$ cat config.mk
export PLATFORM = sky130hd
export DESIGN_NAME = opcode_executor
export DESIGN_NICKNAME = d
export VERILOG_FILES = /design/src/rtl/opcode_executor.sv
export SDC_FILE = /design/constraint.sdc
export NUM_CORES = 1
export LEC_CHECK = 0
export CAP_MARGIN = 10
export CORE_MARGIN = 4
export CORE_UTILIZATION = 29
export CTS_BUF_LIST = sky130_fd_sc_hd__clkbuf_8
export DETAILED_ROUTE_END_ITERATION = 10
export GPL_ROUTABILITY_DRIVEN = 0
export PLACE_DENSITY = 0.44
export RECOVER_POWER = 100
export SYNTH_ARGS = -nofsm -noshare
export SYNTH_HDL_FRONTEND = slang
export SYNTH_SLANG_ARGS = --single-unit
$ cat constraint.sdc
create_clock -name clk -period 4.5 [get_ports clk]
set_input_delay 0.9 -clock clk [delete_from_list [all_inputs] [get_ports clk]]
set_output_delay 0.9 -clock clk [all_outputs]
set_load 0.05 [all_outputs]
$ cat src/rtl/opcode_executor.sv
// ---------------------------------------------------------------------------
// opcode_executor
//
// Executes one operation on two WIDTH-bit operands per start request and
// presents a registered 2*WIDTH-bit result.
//   - Single-cycle ops (0,1,3,4,7-15, divide-by-zero): one CALC cycle.
//   - Multiply (5) shift-add and divide (6) restoring: WIDTH CALC cycles.
//   - Count mode (2): free-running counter stepping every TICK_DIV clocks,
//     left only by a new start pulse.
//
// Ports
//   clk     in   system clock, rising edge
//   reset   in   asynchronous active-high reset
//   start   in   execute request, honoured in IDLE (and to exit count mode)
//   opcode  in   [3:0] operation select
//   a, b    in   [WIDTH-1:0] operands
//   busy    out  state is not IDLE
//   done    out  one-cycle pulse while in DONE (result just updated)
//   result  out  [2*WIDTH-1:0] registered result
//   error   out  divide-by-zero flag, valid with done
//
// Handshake: start is a level sampled on the rising edge; in IDLE a sampled
// start latches opcode/a/b and moves to CALC on that same edge. Inputs are
// not looked at again until the operation ends, so they may change freely.
// ---------------------------------------------------------------------------
module opcode_executor #(
    parameter int WIDTH    = 8,
    parameter int TICK_DIV = 50_000_000
) (
    input  logic                 clk,
    input  logic                 reset,
    input  logic                 start,
    input  logic [3:0]           opcode,
    input  logic [WIDTH-1:0]     a,
    input  logic [WIDTH-1:0]     b,
    output logic                 busy,
    output logic                 done,
    output logic [2*WIDTH-1:0]   result,
    output logic                 error
);

    localparam int RW = 2 * WIDTH;
    localparam int CW = $clog2(WIDTH + 1);
    localparam int PW = (TICK_DIV > 1) ? $clog2(TICK_DIV) : 1;

    localparam logic [CW-1:0] LAST_ITER = CW'(WIDTH - 1);
    localparam logic [PW-1:0] PRE_MAX   = PW'(TICK_DIV - 1);

    localparam logic [3:0] OP_COUNT = 4'd2;
    localparam logic [3:0] OP_MUL   = 4'd5;
    localparam logic [3:0] OP_DIV   = 4'd6;

    typedef enum logic [1:0] {
        IDLE = 2'd0,
        CALC = 2'd1,
        DONE = 2'd2
    } state_t;

    state_t           state_q, state_d;
    logic [3:0]       op_q, op_d;
    logic [WIDTH-1:0] a_q, a_d;
    logic [WIDTH-1:0] b_q, b_d;
    // Shared iteration registers:
    //   multiply: acc = partial product, sh = shifted multiplicand, mq = multiplier
    //   divide:   acc = partial remainder, mq = dividend shifting into quotient
    logic [RW-1:0]    acc_q, acc_d;
    logic [RW-1:0]    sh_q, sh_d;
    logic [WIDTH-1:0] mq_q, mq_d;
    logic [CW-1:0]    cnt_q, cnt_d;
    logic [PW-1:0]    pre_q, pre_d;
    logic [RW-1:0]    result_q, result_d;
    logic             error_q, error_d;

    // Single-cycle datapath
    logic [RW-1:0]    alu_res;
    logic [WIDTH:0]   sub_res;

    // Multiply step
    logic [RW-1:0]    mul_acc;

    // Divide step
    logic [WIDTH:0]   div_shift;
    logic [WIDTH:0]   div_diff;
    logic             div_ge;
    logic [WIDTH:0]   div_rem;
    logic [WIDTH-1:0] div_quo;

    always_comb begin
        sub_res = {1'b0, a_q} - {1'b0, b_q};
        alu_res = '0;
        case (op_q)
            4'd0:    alu_res = {b_q, a_q};
            4'd1:    alu_res = '1;
            4'd3:    alu_res = RW'({1'b0, a_q} + {1'b0, b_q});
            // WIDTH+1-bit difference, sign bit replicated upward
            4'd4:    alu_res = {{(RW - WIDTH - 1){sub_res[WIDTH]}}, sub_res};
            4'd7:    alu_res = {{WIDTH{1'b0}}, a_q} << b_q[2:0];
            4'd8:    alu_res = {{WIDTH{1'b0}}, a_q >> b_q[2:0]};
            4'd9:    alu_res = {{WIDTH{1'b0}}, a_q & b_q};
            4'd10:   alu_res = {{WIDTH{1'b0}}, a_q | b_q};
            4'd11:   alu_res = {{WIDTH{1'b0}}, a_q ^ b_q};
            4'd12:   alu_res = {{WIDTH{1'b0}}, ~a_q};
            4'd13:   alu_res = {{WIDTH{1'b0}}, ~(a_q & b_q)};
            4'd14:   alu_res = {{WIDTH{1'b0}}, ~(a_q | b_q)};
            4'd15:   alu_res = {{WIDTH{1'b0}}, ~(a_q ^ b_q)};
            default: alu_res = '0;
        endcase
    end

    always_comb begin
        mul_acc = acc_q + (mq_q[0] ? sh_q : '0);
    end

    // Restoring division step: bring the next dividend bit into the
    // remainder, subtract the divisor if it fits, record the quotient bit.
    always_comb begin
        div_shift = {acc_q[WIDTH-1:0], mq_q[WIDTH-1]};
        div_diff  = div_shift - {1'b0, b_q};
        div_ge    = (div_shift >= {1'b0, b_q});
        div_rem   = div_ge ? div_diff : div_shift;
        div_quo   = {mq_q[WIDTH-2:0], div_ge};
    end

    always_comb begin
        state_d  = state_q;
        op_d     = op_q;
        a_d      = a_q;
        b_d      = b_q;
        acc_d    = acc_q;
        sh_d     = sh_q;
        mq_d     = mq_q;
        cnt_d    = cnt_q;
        pre_d    = pre_q;
        result_d = result_q;
        error_d  = error_q;

        case (state_q)
            IDLE: begin
                if (start) begin
                    op_d    = opcode;
                    a_d     = a;
                    b_d     = b;
                    acc_d   = '0;
                    sh_d    = {{WIDTH{1'b0}}, a};
                    mq_d    = (opcode == OP_DIV) ? a : b;
                    cnt_d   = '0;
                    pre_d   = '0;
                    if (opcode == OP_COUNT) begin
                        result_d = '0;
                        error_d  = 1'b0;
                    end
                    state_d = CALC;
                end
            end

            CALC: begin
                case (op_q)
                    OP_COUNT: begin
                        if (start) begin
                            state_d = IDLE;
                        end else if (pre_q == PRE_MAX) begin
                            pre_d    = '0;
                            result_d = result_q + RW'(1);
                        end else begin
                            pre_d = pre_q + PW'(1);
                        end
                    end

                    OP_MUL: begin
                        acc_d = mul_acc;
                        sh_d  = sh_q << 1;
                        mq_d  = mq_q >> 1;
                        cnt_d = cnt_q + CW'(1);
                        if (cnt_q == LAST_ITER) begin
                            result_d = mul_acc;
                            error_d  = 1'b0;
                            state_d  = DONE;
                        end
                    end

                    OP_DIV: begin
                        if (b_q == '0) begin
                            result_d = '1;
                            error_d  = 1'b1;
                            state_d  = DONE;
                        end else begin
                            acc_d = RW'(div_rem);
                            mq_d  = div_quo;
                            cnt_d = cnt_q + CW'(1);
                            if (cnt_q == LAST_ITER) begin
                                result_d = {div_rem[WIDTH-1:0], div_quo};
                                error_d  = 1'b0;
                                state_d  = DONE;
                            end
                        end
                    end

                    default: begin
                        result_d = alu_res;
                        error_d  = 1'b0;
                        state_d  = DONE;
                    end
                endcase
            end

            DONE: begin
                state_d = IDLE;
            end

            default: begin
                state_d = IDLE;
            end
        endcase
    end

    always_ff @(posedge clk or posedge reset) begin
        if (reset) begin
            state_q  <= IDLE;
            op_q     <= '0;
            a_q      <= '0;
            b_q      <= '0;
            acc_q    <= '0;
            sh_q     <= '0;
            mq_q     <= '0;
            cnt_q    <= '0;
            pre_q    <= '0;
            result_q <= '0;
            error_q  <= 1'b0;
        end else begin
            state_q  <= state_d;
            op_q     <= op_d;
            a_q      <= a_d;
            b_q      <= b_d;
            acc_q    <= acc_d;
            sh_q     <= sh_d;
            mq_q     <= mq_d;
            cnt_q    <= cnt_d;
            pre_q    <= pre_d;
            result_q <= result_d;
            error_q  <= error_d;
        end
    end

    assign busy   = (state_q != IDLE);
    assign done   = (state_q == DONE);
    assign result = result_q;
    assign error  = error_q;

endmodule

After elaboration in Yosys (flattened, before gate mapping) --
Cells that the tools add are included.
Word-level totals: register bits after elaboration 109, input port bits 23, output and inout port bits 19, logic and storage cells 119
Cells by class: add/sub/neg operators 7, magnitude comparators 1, equal/unequal tests 34, shift-type cells 2, muxes and demuxes 45, bitwise gates (word level) 7, reduce and logical (&&, ||, !) cells 12
Operators with widths (count):
- $pmux 16 s13 | 1
- $mux 16 | 12
- $pmux 16 s2 | 4
- $mux 26 | 4
- $pmux 26 s2 | 1
- $pmux 16 s3 | 1
- $eq 4x4->1 const B | 8
- $not 8->8 | 4
- $pmux 8 s2 | 2
- $add 26x1->26 const B | 1
- $eq 26x26->1 const B | 1
- $eq 4x3->1 const B | 6
- $mux 8 | 3
- $add 16x1->16 const B | 1
- $add 16x16->16 | 1
- $pmux 4 s2 | 2
- $shl 8x3->16 | 1
- $ne 3x3->1 const B | 5
- $eq 4x2->1 const B | 3
- $reduce_and 4->1 | 3
- $add 8x8->9 | 1
- $ge 9x8->1 | 1
- $mux 9 | 1
- $sub 8x8->9 | 1
- other kinds (27) | 40

Logic depth before layout (Yosys ltp) --
Gate-level depths: netlist of the first run.
word-level depth 6, gate-level depth with buffers 12, depth with buffers taken out 10

Worst setup path before layout of the first run --
No wires, ideal clock.
kind flip-flop to flip-flop, start reg b_q[1], end reg result_q[12], in the netlist result[12], arrival time 2915 ps, path slack 1464 ps, stages on the path, launching flop included 13, path buffers 3, cells stage by stage dfrtp_1 -> buf_2 -> buf_2 -> inv_1 -> ha_1 -> nand2b_1 -> a21bo_2 -> nand3_1 -> a21o_1 -> buf_4 -> mux2_1 -> a221o_1 -> a32o_1
Between the ends: longest elaborated chain between the ends 6, elaborated cells on any way between the ends 13, classes of those cells add/sub (2); order compare (1); eq/ne (1); shift (1); mux (6); reduce/logical (2)
Ends and longest elaborated chain:
- from (decl) | RTL line 62 | logic [WIDTH-1:0] b_q, b_d;
- from (signal assigned) | RTL line 221 | b_q <= '0;
- from (signal assigned) | RTL line 233 | b_q <= b_d;
- $sub 9x8->9 or $ge 9x8->1 (tied branches) | RTL line 118, 119
- $mux 9 | RTL line 120 | div_rem = div_ge ? div_diff : div_shift;
- $mux 16 | RTL line 190 | if (cnt_q == LAST_ITER) begin
- $mux 16 | RTL line 182 | if (b_q == '0) begin
- $pmux 16 s3 | RTL line 157 | case (op_q)
- $pmux 16 s2 | RTL line 137 | case (state_q)
- to (signal assigned) | RTL line 239 | result_q <= result_d;
- to (decl) | RTL line 71 | logic [RW-1:0] result_q, result_d;
Several ways; a longest one is shown, not always the timed one. The select of a mux whose other input is x is not followed. A chain may end at the register's enable or synchronous reset.

Final worst setup path of the first run --
start reg op_q[2], end reg result_q[9], in the netlist result[9]
Between the ends: longest elaborated chain between the ends 4, elaborated cells on any way between the ends 24, classes of those cells eq/ne (19); mux (3); reduce/logical (2)
Ends and longest elaborated chain:
- from (decl) | RTL line 60 | logic [3:0] op_q, op_d;
- from (signal assigned) | RTL line 231 | op_q <= op_d;
- $eq 4x4->1, or another cell as far along | RTL line 91 | case (op_q)
- $pmux 16 s13 | RTL line 91
- $pmux 16 s3 | RTL line 157
- $pmux 16 s2 | RTL line 137
Several ways; a longest one is shown, not always the timed one.

==> results of run 1 <==
-- worst min path at each step --
stage | endpoint | depth (start not counted)
5_1_grt | pre_q[25] | 1
4_1_cts | pre_q[23] | 1
2_1_floorplan | pre_q[25] | 1
3_3_place_gp | pre_q[6] | 1
6_report | pre_q[25] | 1
3_5_place_dp | pre_q[23] | 1
-- power by group --
part / switching, mW / internal [mW]
clock: 0.406 / 0.317
sequential: 0.529 / 1.23
combinational: 2.99 / 1.71
total: 3.92 / 3.26
-- worst reg2reg max path, delay by kind of cell, from the launching register on --
| kind | cells | cell delay [ns] |
|---|---|---|
| flip-flops | 1 | 0.86 |
| AND/OR/NAND/NOR | 3 | 0.86 |
| buffers and inverters | 1 | 0.70 |
| AO/OA/AOI/OAI | 4 | 1.23 |
-- logic make-up (layout without fill, tap and decap cells) --
logic type,after synthesis,after routing,synth area share (%)
AO/OA/AOI/OAI,357,357,26.8
XOR/XNOR,56,56,5.33
adder cells (fa/ha/maj),59,59,8.35
buffers and inverters,105,119,4.68
flip-flops,109,109,29.7
multiplexers,36,36,5.09
other,0,1,0
AND/OR/NAND/NOR,383,383,20.1
-- through the flow --
stage / power, mW / std cells / area, um^2
6_report: 7.18 / 1516 / 10200
5_1_grt: 7.71 / 1515 / 10200
4_1_cts: 7.21 / 1515 / 10200
3_5_place_dp: 6.45 / 1500 / 10000
3_3_place_gp: 6.49 / 1500 / 10000
2_1_floorplan: 4.94 / 1105 / 9200
-- layout by cell type (no fill, tap or decap), drive strengths merged, types with 14 or more instances in the layout --
cell type,Yosys,final
nand2,128,128
dfrtp,109,109
o21ai,98,98
nor2,83,83
a21oi,62,62
ha,55,55
nand3,51,51
inv,41,43
xnor2,28,28
xor2,28,28
and2,21,21
dlygate4sd3,0,21
clkdlybuf4s50,0,20
nor3,20,20
a22o,19,19
a22oi,18,18
a31oi,16,16
o211ai,16,16
buf,20,16
mux2,16,16
clkbuf,44,15
nor2b,14,14
a32o,14,14
-- state kept, by name (all words and copies together) (netlist names), 2 cells and up --
signal,count
mq_q,8
sh_q,16
result,16
b_q,8
pre_q,26
op_q,4
a_q,8
cnt_q,4
acc_q,16
state_q,2
-- per-layer routing --
| metal | up-vias | track usage (%) | wire (um) | share of wire (%) |
|---|---|---|---|---|
| met1 | 4214 | 28.0 | 16100 | 48 |
| met4 | 0 | 4.78 | 769 | 2.3 |
| li1 | 4096 | - | - | - |
| met2 | 257 | 30.5 | 15100 | 45 |
| met3 | 34 | 2.72 | 1620 | 4.8 |
| met5 | - | 0 | 0 | 0 |
-- synthesized netlist by cell type, types with 15 or more instances --
library cell	n	area, um^2
sky130_fd_sc_hd__a22oi_1	18	135
sky130_fd_sc_hd__a21oi_1	62	310
sky130_fd_sc_hd__dfrtp_1	109	2730
sky130_fd_sc_hd__nor3_1	19	95.1
sky130_fd_sc_hd__clkbuf_1	44	165
sky130_fd_sc_hd__nand3_1	49	245
sky130_fd_sc_hd__o211ai_1	16	120
sky130_fd_sc_hd__xnor2_1	28	245
sky130_fd_sc_hd__xor2_1	28	245
sky130_fd_sc_hd__inv_1	41	154
sky130_fd_sc_hd__ha_1	55	688
sky130_fd_sc_hd__a22o_1	19	166
sky130_fd_sc_hd__o21ai_0	98	490
sky130_fd_sc_hd__nor2_1	82	308
sky130_fd_sc_hd__and2_1	21	131
sky130_fd_sc_hd__mux2_2	15	169
sky130_fd_sc_hd__nand2_1	127	477
sky130_fd_sc_hd__a31oi_1	16	100
-- layout make-up --
type	count	area [um^2]	share of cell area, %
Clock inverter	6	91.3	0.896
Timing Repair Buffer	63	566	5.55
Multi-Input combinational cell	891	6030	59.2
Antenna cell	1	2.50	0.0245
Sequential cell	109	2730	26.8
Tap cell	396	495	4.86
Clock buffer	9	124	1.21
Inverter	41	155	1.52
==> impl_table.tex, run 1 <==
\begin{tabular}{lr}
\hline
Metric & Value \\
\hline
\multicolumn{2}{l}{\textbf{CTS}} \\
Setup Buffers After CTS & 0 \\
Number of instances resized during post-cts repair & 0 \\
Count of hold-fix buffers inserted at cts & 0 \\
Maximum buffer depth of the clock tree & 2 \\
Insertion delay to the later sink of the worst-skew pair & between 0.4 and 0.5 ns \\
Clk sink count & about 110 \\
Reg clk slew, reported paths & 0.13 ns \\
H-tree level count & 3 \\
CTS Root Buffer Type & sky130\_fd\_sc\_hd\_\_clkbuf\_8 \\
Clock tree from TritonCTS & built \\
Num CTS Buffers & 9 \\
\multicolumn{2}{l}{\textbf{Detailed routing}} \\
Routed wire length & 33600 um \\
Detail-routed net length per standard cell & approximately 22 um \\
Iteration-0 DRC Markers & 748 \\
Average vias per placed instance & roughly 5.7 \\
Final antenna-violating net count & 0 \\
Number of DRC violations after detailed routing & 0 \\
First-pass DRT Iterations & 5 \\
Total via count in the routed design & between 8000 and 9000 \\
\multicolumn{2}{l}{\textbf{Floorplanning}} \\
Placeable core area & 30900 um\^{}2 \\
Effective utilization at floorplan & between 20\% and 30\% \\
Die area & 34600 um\^{}2 \\
Die height & 186 um \\
FP Rows & 64 \\
Horizontal extent of the die & 186 um \\
Io pins & 42 \\
\multicolumn{2}{l}{\textbf{Outcome}} \\
Run status & finished with violations \\
Violations in the final reports & max-capacitance violations, max-slew violations \\
\multicolumn{2}{l}{\textbf{Synth}} \\
Proportion of synthesized flip-flops having asynchronous set or reset & 100\% \\
Sequential element share of the synthesized area & just under 30\% \\
Count of state elements after synthesis & between 100 and 150 \\
Synthesized area divided by synthesized cell count & between 8 and 9 um\^{}2 \\
Number of synthesized flops with an enable pin & 0 \\
Number of warning messages in the yosys log & 0 \\
Yosys cell types & 76 \\
Post-synthesis instance total & 1105 \\
Dominant register cell in the synthesized netlist & sky130\_fd\_sc\_hd\_\_dfrtp\_1 \\
Combined area of all synthesized cells & 9200 um\^{}2 \\
Net count of the mapped netlist & 1187 \\
\multicolumn{2}{l}{\textbf{Worst setup path}} \\
Critical path buffers and inverters & 1 \\
Family with the most delay on the worst path & compound AO/OA/AOI/OAI gates \\
Nature of the critical path startpoint & flip-flop \\
Depth of the critical timing path with buffers and inverters included & 8 \\
Launching instance or port of the critical path & op\_q[2] \\
Cells along the critical path & nand2b\_1 -> nor2\_1 -> clkbuf\_1 -> a21oi\_1 -> nor2\_1 -> a221o\_1 -> a221oi\_1 -> a21oi\_1 \\
R2R Path End & result[9] \\
Required @ worst endpoint & roughly 4.8 ns \\
Crit end category & flip-flop \\
Largest stage delay on the critical path & 0.86 ns \\
Register-to-register setup slack & 0.79 ns \\
Number of cells traversed by the worst register-to-register path & 8 \\
Kind of critical path & flip-flop to flip-flop \\
Termination of the worst setup path & result[9] \\
Slowest stage cell on the critical path & sky130\_fd\_sc\_hd\_\_dfrtp\_1 \\
Arrival time worst endpoint & about 4.1 ns \\
Worst flop-to-flop path startpoint & op\_q[2] \\
Peak fanout along the critical path & 17 \\
\multicolumn{2}{l}{\textbf{Place}} \\
Quantity of I/O buffers inserted on ports & 41 \\
Detail Placement HPWL & 25300 um \\
Post-placement setup slack & 1.08 ns \\
\multicolumn{2}{l}{\textbf{STA}} \\
Headroom to the max-slew limit & -39.9\% \\
Post-Route Skew & 0.0171 ns \\
RSZ-0062 raised after global routing & no \\
Slew at the pin closest to its max-slew limit & 2.09 ns \\
Setup slack after layout & a little under 0.8 ns \\
Setup Viol. Count Final & 0 \\
Hold violation total from the final report & 0 \\
Min Hold Slack & 0.490 ns \\
Period minus WS final & 3.71 ns \\
Share of the cycle needed by the critical path after routing & between 80 and 90\% \\
Setup total negative slack & 0 ns \\
Final Max Slew Viols & 42 \\
Achievable clock frequency & 269 MHz \\
\multicolumn{2}{l}{\textbf{Final layout}} \\
Fraction of layout instances using a drive strength above 1 & 6.08\% \\
Nets & 1197 \\
Final core utilization & 33.0\% \\
Filler Cells Inserted & 3307 \\
Area delta synth->final & 10.9\% \\
\multicolumn{2}{l}{\textbf{Job}} \\
Max-Cap Viols & 1 \\
\multicolumn{2}{l}{\textbf{Global route}} \\
Sum of overflow across all layers after global routing & 0 \\
Global-route wire length before repair & 51300 um \\
Initial antenna violation count & 0 \\
Aggregate global-route resource usage & between 15 and 20\% \\
Largest net degree at the start of global routing & 69 \\
Number of global-route vias before repair & 8257 \\
\multicolumn{2}{l}{\textbf{Hold path}} \\
Min-Delay Path Class & flip-flop to flip-flop \\
Hold path startpoint & pre\_q[25] \\
\multicolumn{2}{l}{\textbf{Power and ir drop}} \\
Power per standard cell area & 704 nW/um\^{}2 \\
Static Leak & around 4.2 nW \\
Maximum resistive drop on vdd & $\sim$0.23 mV \\
\hline
\end{tabular}
(Power assumes the default switching activity.)
==> run 2, diff against run 1 <==
clock period = 3.6 ns   (was 4.5 ns; I/O delays follow)
==> run 2 against run 1 <==
  * Final cell count grew 1.5%
  * Critical endpoint is now acc_q[8]
  * Largest cell class unchanged
  * First-iteration DRC count fell by 10%
  * Maximum frequency increased by 15%
  * Largest power group unchanged
  * Power rose by 26%
  * Worst hold slack better by 0.012 ns
  * The run still ends with max-capacitance violations, max-slew violations left
==> impl_table.tex, run 2 (synthesized netlist as in run 1, its figures left out) <==
\begin{tabular}{lr}
\hline
Metric & Value \\
\hline
\multicolumn{2}{l}{\textbf{Floorplanning}} \\
FP Rows & 64 (unchanged) \\
Placeable core area & 30900 um\^{}2 (unchanged) \\
Horizontal extent of the die & 186 um (unchanged) \\
Die height & 186 um (unchanged) \\
Effective utilization at floorplan & 29.7\% (unchanged) \\
Die area & 34600 um\^{}2 (unchanged) \\
Io pins & 42 (unchanged) \\
\multicolumn{2}{l}{\textbf{CTS}} \\
Maximum buffer depth of the clock tree & 2 (unchanged) \\
Reg clk slew, reported paths & 0.12 ns (was 0.13 ns) \\
Count of hold-fix buffers inserted at cts & 0 (unchanged) \\
CTS Root Buffer Type & sky130\_fd\_sc\_hd\_\_clkbuf\_8 (unchanged) \\
Setup Buffers After CTS & 0 (unchanged) \\
Num CTS Buffers & 9 (unchanged) \\
Number of instances resized during post-cts repair & 0 (unchanged) \\
H-tree level count & 3 (unchanged) \\
Clock tree from TritonCTS & built (unchanged) \\
Insertion delay to the later sink of the worst-skew pair & 0.41 ns (about the same) \\
Clk sink count & 109 (unchanged) \\
\multicolumn{2}{l}{\textbf{Worst setup path}} \\
Peak fanout along the critical path & 31 (was 17) \\
Required @ worst endpoint & 3.95 ns (was 4.84 ns) \\
Arrival time worst endpoint & 3.58 ns (was 4.05 ns) \\
Worst flop-to-flop path startpoint & op\_q[3] (was op\_q[2]) \\
Crit end category & flip-flop (unchanged) \\
Nature of the critical path startpoint & flip-flop (unchanged) \\
Kind of critical path & flip-flop to flip-flop (unchanged) \\
Launching instance or port of the critical path & op\_q[3] (was op\_q[2]) \\
\multicolumn{2}{l}{\textbf{STA}} \\
Period minus WS final & 3.23 ns (was 3.71 ns) \\
Setup total negative slack & 0 ns (unchanged) \\
Hold violation total from the final report & 0 (unchanged) \\
RSZ-0062 raised after global routing & no (unchanged) \\
Post-Route Skew & 0.0256 ns (was 0.0171 ns) \\
Final Max Slew Viols & 48 (was 42) \\
Headroom to the max-slew limit & -30.4\% (was -39.9\%) \\
Setup Viol. Count Final & 0 (unchanged) \\
Share of the cycle needed by the critical path after routing & 89.8\% (was 82.5\%) \\
Achievable clock frequency & 309 MHz (was 269 MHz) \\
Slew at the pin closest to its max-slew limit & 1.95 ns (was 2.09 ns) \\
\multicolumn{2}{l}{\textbf{Global route}} \\
Number of global-route vias before repair & 8520 (was 8257) \\
Aggregate global-route resource usage & 19.7\% (was 19.4\%) \\
Sum of overflow across all layers after global routing & 0 (unchanged) \\
Global-route wire length before repair & 52400 um (was 51300 um) \\
Initial antenna violation count & 0 (unchanged) \\
Largest net degree at the start of global routing & 49 (was 69) \\
\multicolumn{2}{l}{\textbf{Final layout}} \\
Final Instance Area & 10300 um\^{}2 (was 10200 um\^{}2) \\
Register name with the most flops & pre\_q (unchanged) \\
Area delta synth->final & 11.8\% (was 10.9\%) \\
\# diodes & 0 (was 1) \\
Largest register FFs & 26 (unchanged) \\
Nets & 1220 (was 1197) \\
Commonest cells after routing, fill and taps aside & 127 x sky130\_fd\_sc\_hd\_\_nand2\_1, 109 x sky130\_fd\_sc\_hd\_\_dfrtp\_1, 98 x sky130\_fd\_sc\_hd\_\_o21ai\_0 (unchanged) \\
Fraction of layout instances using a drive strength above 1 & 7.61\% (was 6.08\%) \\
Most frequent standard cell in the layout excluding fill and tap cells & sky130\_fd\_sc\_hd\_\_nand2\_1 (unchanged) \\
\multicolumn{2}{l}{\textbf{Power and ir drop}} \\
Part of the total power dissipated in sequential elements & 22.6\% (was 24.5\%) \\
Power per standard cell area & 878 nW/um\^{}2 (was 704 nW/um\^{}2) \\
Clock power frac & 8.5\% (was 10.1\%) \\
Maximum resistive drop on vdd & 0.349 mV (was 0.234 mV) \\
Static Leak & 4.28 nW (was 4.20 nW) \\
Comb power frac & 68.9\% (was 65.4\%) \\
Internal power component & 4.06 mW (was 3.26 mW) \\
Switch share & 55.0\% (was 54.6\%) \\
Net load switching power & 4.96 mW (was 3.92 mW) \\
\multicolumn{2}{l}{\textbf{Outcome}} \\
Violations in the final reports & max-capacitance violations, max-slew violations (unchanged) \\
Run status & finished with violations (unchanged) \\
\multicolumn{2}{l}{\textbf{Detailed routing}} \\
Total via count in the routed design & 8764 (was 8601) \\
Average vias per placed instance & 5.69 (was 5.67) \\
Detail-routed net length per standard cell & 22.1 um (about the same) \\
Routed wire length & 34000 um (was 33600 um) \\
First-pass DRT Iterations & 7 (was 5) \\
Number of DRC violations after detailed routing & 0 (unchanged) \\
Final antenna-violating net count & 0 (unchanged) \\
Iteration-0 DRC Markers & 672 (was 748) \\
\multicolumn{2}{l}{\textbf{Job}} \\
Max-Cap Viols & 1 (unchanged) \\
\multicolumn{2}{l}{\textbf{Place}} \\
Placement Cell Area & 10200 um\^{}2 (was 10000 um\^{}2) \\
Detail Placement HPWL & 26000 um (was 25300 um) \\
Quantity of I/O buffers inserted on ports & 41 (unchanged) \\
\multicolumn{2}{l}{\textbf{Hold path}} \\
Hold path startpoint & pre\_q[23] (was pre\_q[25]) \\
Min-Delay Path Class & flip-flop to flip-flop (unchanged) \\
\hline
\end{tabular}
[run 2: area by class of cell]
class                   instances  area, um^2
clock buffers                   9         124
repair buffers                 86         721
inverters                      41         154
clock inverters                 7        56.3
fillers                      3302       20600
multi-input cells             891        6000
well taps                     396         495
flip-flops and latches        109        2730
[run 2: layer usage]
| layer | global-route usage, % | part of all wire, % | vias up |
|---|---|---|---|
| li1 | - | - | 4157 |
| met2 | 30.5 | 45 | 302 |
| met3 | 3.09 | 5.5 | 38 |
| met5 | 0 | 0 | - |
| met1 | 28.5 | 48 | 4267 |
| met4 | 5.19 | 2.3 | 0 |
[run 2: worst max-delay path, stage by stage, from the launching register on]
cell                        delay, ns
sky130_fd_sc_hd__dfrtp_1         0.39
sky130_fd_sc_hd__buf_2           0.52
sky130_fd_sc_hd__nor2b_1         0.20
sky130_fd_sc_hd__nand2_1         0.30
sky130_fd_sc_hd__o2111ai_1       0.21
sky130_fd_sc_hd__a21oi_1         0.34
sky130_fd_sc_hd__clkbuf_1        0.58
sky130_fd_sc_hd__nand2_1         0.26
sky130_fd_sc_hd__a21oi_1         0.21
sky130_fd_sc_hd__a22o_1          0.15
[run 2: path summary, 6_finish.rpt]
kind                        endpoint  slack (ns)  cells after the start
min reg2reg                pre_q[23]        0.50                      1
max                         acc_q[8]        0.37                      9
max reg2reg                 acc_q[8]        0.37                      9
min                        pre_q[23]        0.50                      1
min in group asynchronous  pre_q[20]        1.39                      2
max in group asynchronous      error        0.75                      3
[run 2: power groups by stage]
stage	registers [mW]	clock network, mW	logic (mW)
after floorplan	2.10	0	4.09
after global placement	2.08	0	6.22
after detailed placement	2.08	0	6.20
after CTS	2.05	0.806	6.23
after global routing	2.10	0.847	6.70
final	2.04	0.769	6.21
[run 2: metrics by stage]
| stage | setup slack (ns) | power (mW) | util, % | std cells | hold slack (ns) |
|---|---|---|---|---|---|
| floorplan | 0.00605 | 6.18 | - | 1105 | 0.440 |
| global placement | 0.546 | 8.30 | 33.0 | 1523 | 0.468 |
| detailed placement | 0.538 | 8.27 | 33.0 | 1523 | 0.482 |
| CTS | 0.465 | 9.08 | 33.5 | 1539 | 0.504 |
| global route | 0.119 | 9.65 | 33.3 | 1539 | 0.525 |
| finish | 0.368 | 9.02 | 33.3 | 1539 | 0.502 |
==> run 3, diff against run 2 <==
CORE_UTILIZATION = 64   (was 29)
PLACE_DENSITY = 0.84   (was 0.44)
==> run 3 against run 2 <==
  * The run still ends with max-capacitance violations, max-slew violations left
  * Core utilization up 38 points
  * Die area fell by 53%
  * Cell area is 3.2% lower
  * Critical path type unchanged
  * Largest power group unchanged
==> impl_table.tex, run 3 (synthesized netlist as in run 1, its figures left out) <==
\begin{tabular}{lr}
\hline
Metric & Value \\
\hline
\multicolumn{2}{l}{\textbf{Outcome}} \\
Run status & finished with violations (unchanged) \\
Violations in the final reports & max-capacitance violations, max-slew violations (unchanged) \\
\multicolumn{2}{l}{\textbf{CTS}} \\
CTS Root Buffer Type & sky130\_fd\_sc\_hd\_\_clkbuf\_8 (unchanged) \\
Setup Buffers After CTS & 0 (unchanged) \\
Clock tree from TritonCTS & built (unchanged) \\
Count of hold-fix buffers inserted at cts & 0 (unchanged) \\
Reg clk slew, reported paths & 0.11 ns (was 0.12 ns) \\
Insertion delay to the later sink of the worst-skew pair & 0.41 ns (about the same) \\
Maximum buffer depth of the clock tree & 2 (unchanged) \\
Num CTS Buffers & 9 (unchanged) \\
Number of instances resized during post-cts repair & 0 (unchanged) \\
H-tree level count & 3 (unchanged) \\
Clk sink count & 109 (unchanged) \\
\multicolumn{2}{l}{\textbf{Final layout}} \\
Register name with the most flops & pre\_q (unchanged) \\
Commonest cells after routing, fill and taps aside & 127 x sky130\_fd\_sc\_hd\_\_nand2\_1, 109 x sky130\_fd\_sc\_hd\_\_dfrtp\_1, 98 x sky130\_fd\_sc\_hd\_\_o21ai\_0 (unchanged) \\
Area delta synth->final & 8.26\% (was 11.8\%) \\
\# diodes & 0 (unchanged) \\
Most frequent standard cell in the layout excluding fill and tap cells & sky130\_fd\_sc\_hd\_\_nand2\_1 (unchanged) \\
Nets & 1209 (was 1220) \\
Fraction of layout instances using a drive strength above 1 & 6.89\% (was 7.61\%) \\
Largest register FFs & 26 (unchanged) \\
\multicolumn{2}{l}{\textbf{Detailed routing}} \\
Total via count in the routed design & 9135 (was 8764) \\
Routed wire length & 28000 um (was 34000 um) \\
Final antenna-violating net count & 0 (unchanged) \\
Average vias per placed instance & 6.96 (was 5.69) \\
Detail-routed net length per standard cell & 21.4 um (was 22.1 um) \\
First-pass DRT Iterations & 6 (was 7) \\
Number of DRC violations after detailed routing & 0 (unchanged) \\
Iteration-0 DRC Markers & 1242 (was 672) \\
\multicolumn{2}{l}{\textbf{Worst setup path}} \\
Worst flop-to-flop path startpoint & op\_q[3] (unchanged) \\
Kind of critical path & flip-flop to flip-flop (unchanged) \\
Crit end category & flip-flop (unchanged) \\
Launching instance or port of the critical path & op\_q[3] (unchanged) \\
Required @ worst endpoint & 3.93 ns (was 3.95 ns) \\
Critical path buffers and inverters & 2 (unchanged) \\
Slowest stage cell on the critical path & sky130\_fd\_sc\_hd\_\_a221o\_1 (was sky130\_fd\_sc\_hd\_\_clkbuf\_1) \\
Arrival time worst endpoint & 3.63 ns (was 3.58 ns) \\
Nature of the critical path startpoint & flip-flop (unchanged) \\
Cells along the critical path & buf\_4 -> nand2b\_1 -> nor2\_1 -> clkbuf\_1 -> a21oi\_1 -> nor2\_1 -> a221o\_1 -> a221oi\_1 -> a21oi\_1 (was buf\_2 -> nor2b\_1 -> nand2\_1 -> o2111ai\_1 -> a21oi\_1 -> clkbuf\_1 -> nand2\_1 -> a21oi\_1 -> a22o\_1) \\
Peak fanout along the critical path & 18 (was 31) \\
Family with the most delay on the worst path & compound AO/OA/AOI/OAI gates (was buffers and inverters) \\
Largest stage delay on the critical path & 0.73 ns (was 0.58 ns) \\
\multicolumn{2}{l}{\textbf{Hold path}} \\
Hold path startpoint & pre\_q[23] (unchanged) \\
Min-Delay Path Class & flip-flop to flip-flop (unchanged) \\
\multicolumn{2}{l}{\textbf{Floorplanning}} \\
Horizontal extent of the die & 128 um (was 186 um) \\
FP Rows & 43 (was 64) \\
Effective utilization at floorplan & 65.7\% (was 29.7\%) \\
Die area & 16300 um\^{}2 (was 34600 um\^{}2) \\
Die height & 128 um (was 186 um) \\
Io pins & 42 (unchanged) \\
Placeable core area & 14000 um\^{}2 (was 30900 um\^{}2) \\
\multicolumn{2}{l}{\textbf{STA}} \\
Headroom to the max-slew limit & -35.9\% (was -30.4\%) \\
Setup total negative slack & 0 ns (unchanged) \\
Hold violation total from the final report & 0 (unchanged) \\
Period minus WS final & 3.29 ns (was 3.23 ns) \\
RSZ-0062 raised after global routing & no (unchanged) \\
Post-Route Skew & 0.0154 ns (was 0.0256 ns) \\
Achievable clock frequency & 304 MHz (was 309 MHz) \\
Slew at the pin closest to its max-slew limit & 2.04 ns (was 1.95 ns) \\
Final Max Slew Viols & 82 (was 48) \\
Setup Viol. Count Final & 0 (unchanged) \\
Share of the cycle needed by the critical path after routing & 91.5\% (was 89.8\%) \\
\multicolumn{2}{l}{\textbf{Global route}} \\
Initial antenna violation count & 0 (unchanged) \\
Sum of overflow across all layers after global routing & 0 (unchanged) \\
Aggregate global-route resource usage & 34.3\% (was 19.7\%) \\
Global-route wire length before repair & 44600 um (was 52400 um) \\
Largest net degree at the start of global routing & 53 (was 49) \\
Number of global-route vias before repair & 8378 (was 8520) \\
\multicolumn{2}{l}{\textbf{Power and ir drop}} \\
Clock power frac & 9.1\% (was 8.5\%) \\
Internal power component & 4.07 mW (was 4.06 mW) \\
Static Leak & 4.25 nW (was 4.28 nW) \\
Comb power frac & 67.6\% (was 68.9\%) \\
Power per standard cell area & 883 nW/um\^{}2 (was 878 nW/um\^{}2) \\
Maximum resistive drop on vdd & 0.676 mV (was 0.349 mV) \\
Switch share & 53.7\% (was 55.0\%) \\
Net load switching power & 4.72 mW (was 4.96 mW) \\
Part of the total power dissipated in sequential elements & 23.3\% (was 22.6\%) \\
Power Total & 8.79 mW (was 9.02 mW) \\
\multicolumn{2}{l}{\textbf{Job}} \\
Max-Cap Viols & 2 (was 1) \\
\multicolumn{2}{l}{\textbf{Place}} \\
Quantity of I/O buffers inserted on ports & 41 (unchanged) \\
Detail Placement HPWL & 20800 um (was 26000 um) \\
\hline
\end{tabular}
run 3: changes by cell type in the layout (fill, tap and decap cells not counted), moves of 2 or more:
| cell | before | now |
|---|---|---|
| sky130_fd_sc_hd__buf_4 | 32 | 23 |
| sky130_fd_sc_hd__clkinv_2 | 2 | 0 |
| sky130_fd_sc_hd__clkinvlp_4 | 2 | 0 |
| sky130_fd_sc_hd__inv_6 | 1 | 3 |
| sky130_fd_sc_hd__mux2_1 | 3 | 1 |
| sky130_fd_sc_hd__mux2_2 | 13 | 15 |
run 3: area by class of cell:
class	count	area, um^2
Multi-Input combinational cell	891	6010
Fill cell	1189	4030
Sequential cell	109	2730
Timing Repair Buffer	75	629
Tap cell	180	225
Inverter	41	154
Clock buffer	9	124
Clock inverter	7	80.1
run 3: path summary, 6_finish.rpt:
path / end / cells after the start / slack, ns
worst max register to register: result[9] / 9 / 0.31
worst max-delay path: result[9] / 9 / 0.31
min in group asynchronous: sh_q[7] / 2 / 1.42
worst min-delay path: pre_q[23] / 1 / 0.50
worst min register to register: pre_q[23] / 1 / 0.50
max in group asynchronous: pre_q[24] / 3 / 0.70
run 3: layer usage:
layer | track usage, % | share of wire (%) | vias to the layer above
met5 | 0 | 0 | -
met4 | 13.0 | 4.2 | 0
met3 | 8.92 | 12 | 105
met2 | 52.5 | 44 | 594
met1 | 46.9 | 40 | 4295
li1 | - | - | 4141
run 3: power groups by stage:
stage               clock [mW]  combinational (mW)  sequential, mW
floorplan                    0                4.09            2.10
global placement             0                5.64            2.03
detailed placement           0                5.76            2.05
CTS                      0.810                5.79            2.03
global route             0.860                6.35            2.09
finish                   0.801                5.94            2.04
run 3: per-stage QoR:
step | instances | instance area [um^2] | utilization (%) | hold WS, ns | setup slack (ns)
floorplan | 1105 | 9200 | - | 0.440 | 0.00605
global placement | 1295 | 9810 | 70.1 | 0.460 | 0.558
detailed placement | 1295 | 9810 | 70.1 | 0.468 | 0.462
CTS | 1311 | 10000 | 71.6 | 0.484 | 0.450
global route | 1312 | 9950 | 71.2 | 0.505 | 0.172
finish | 1312 | 9950 | 71.2 | 0.499 | 0.305
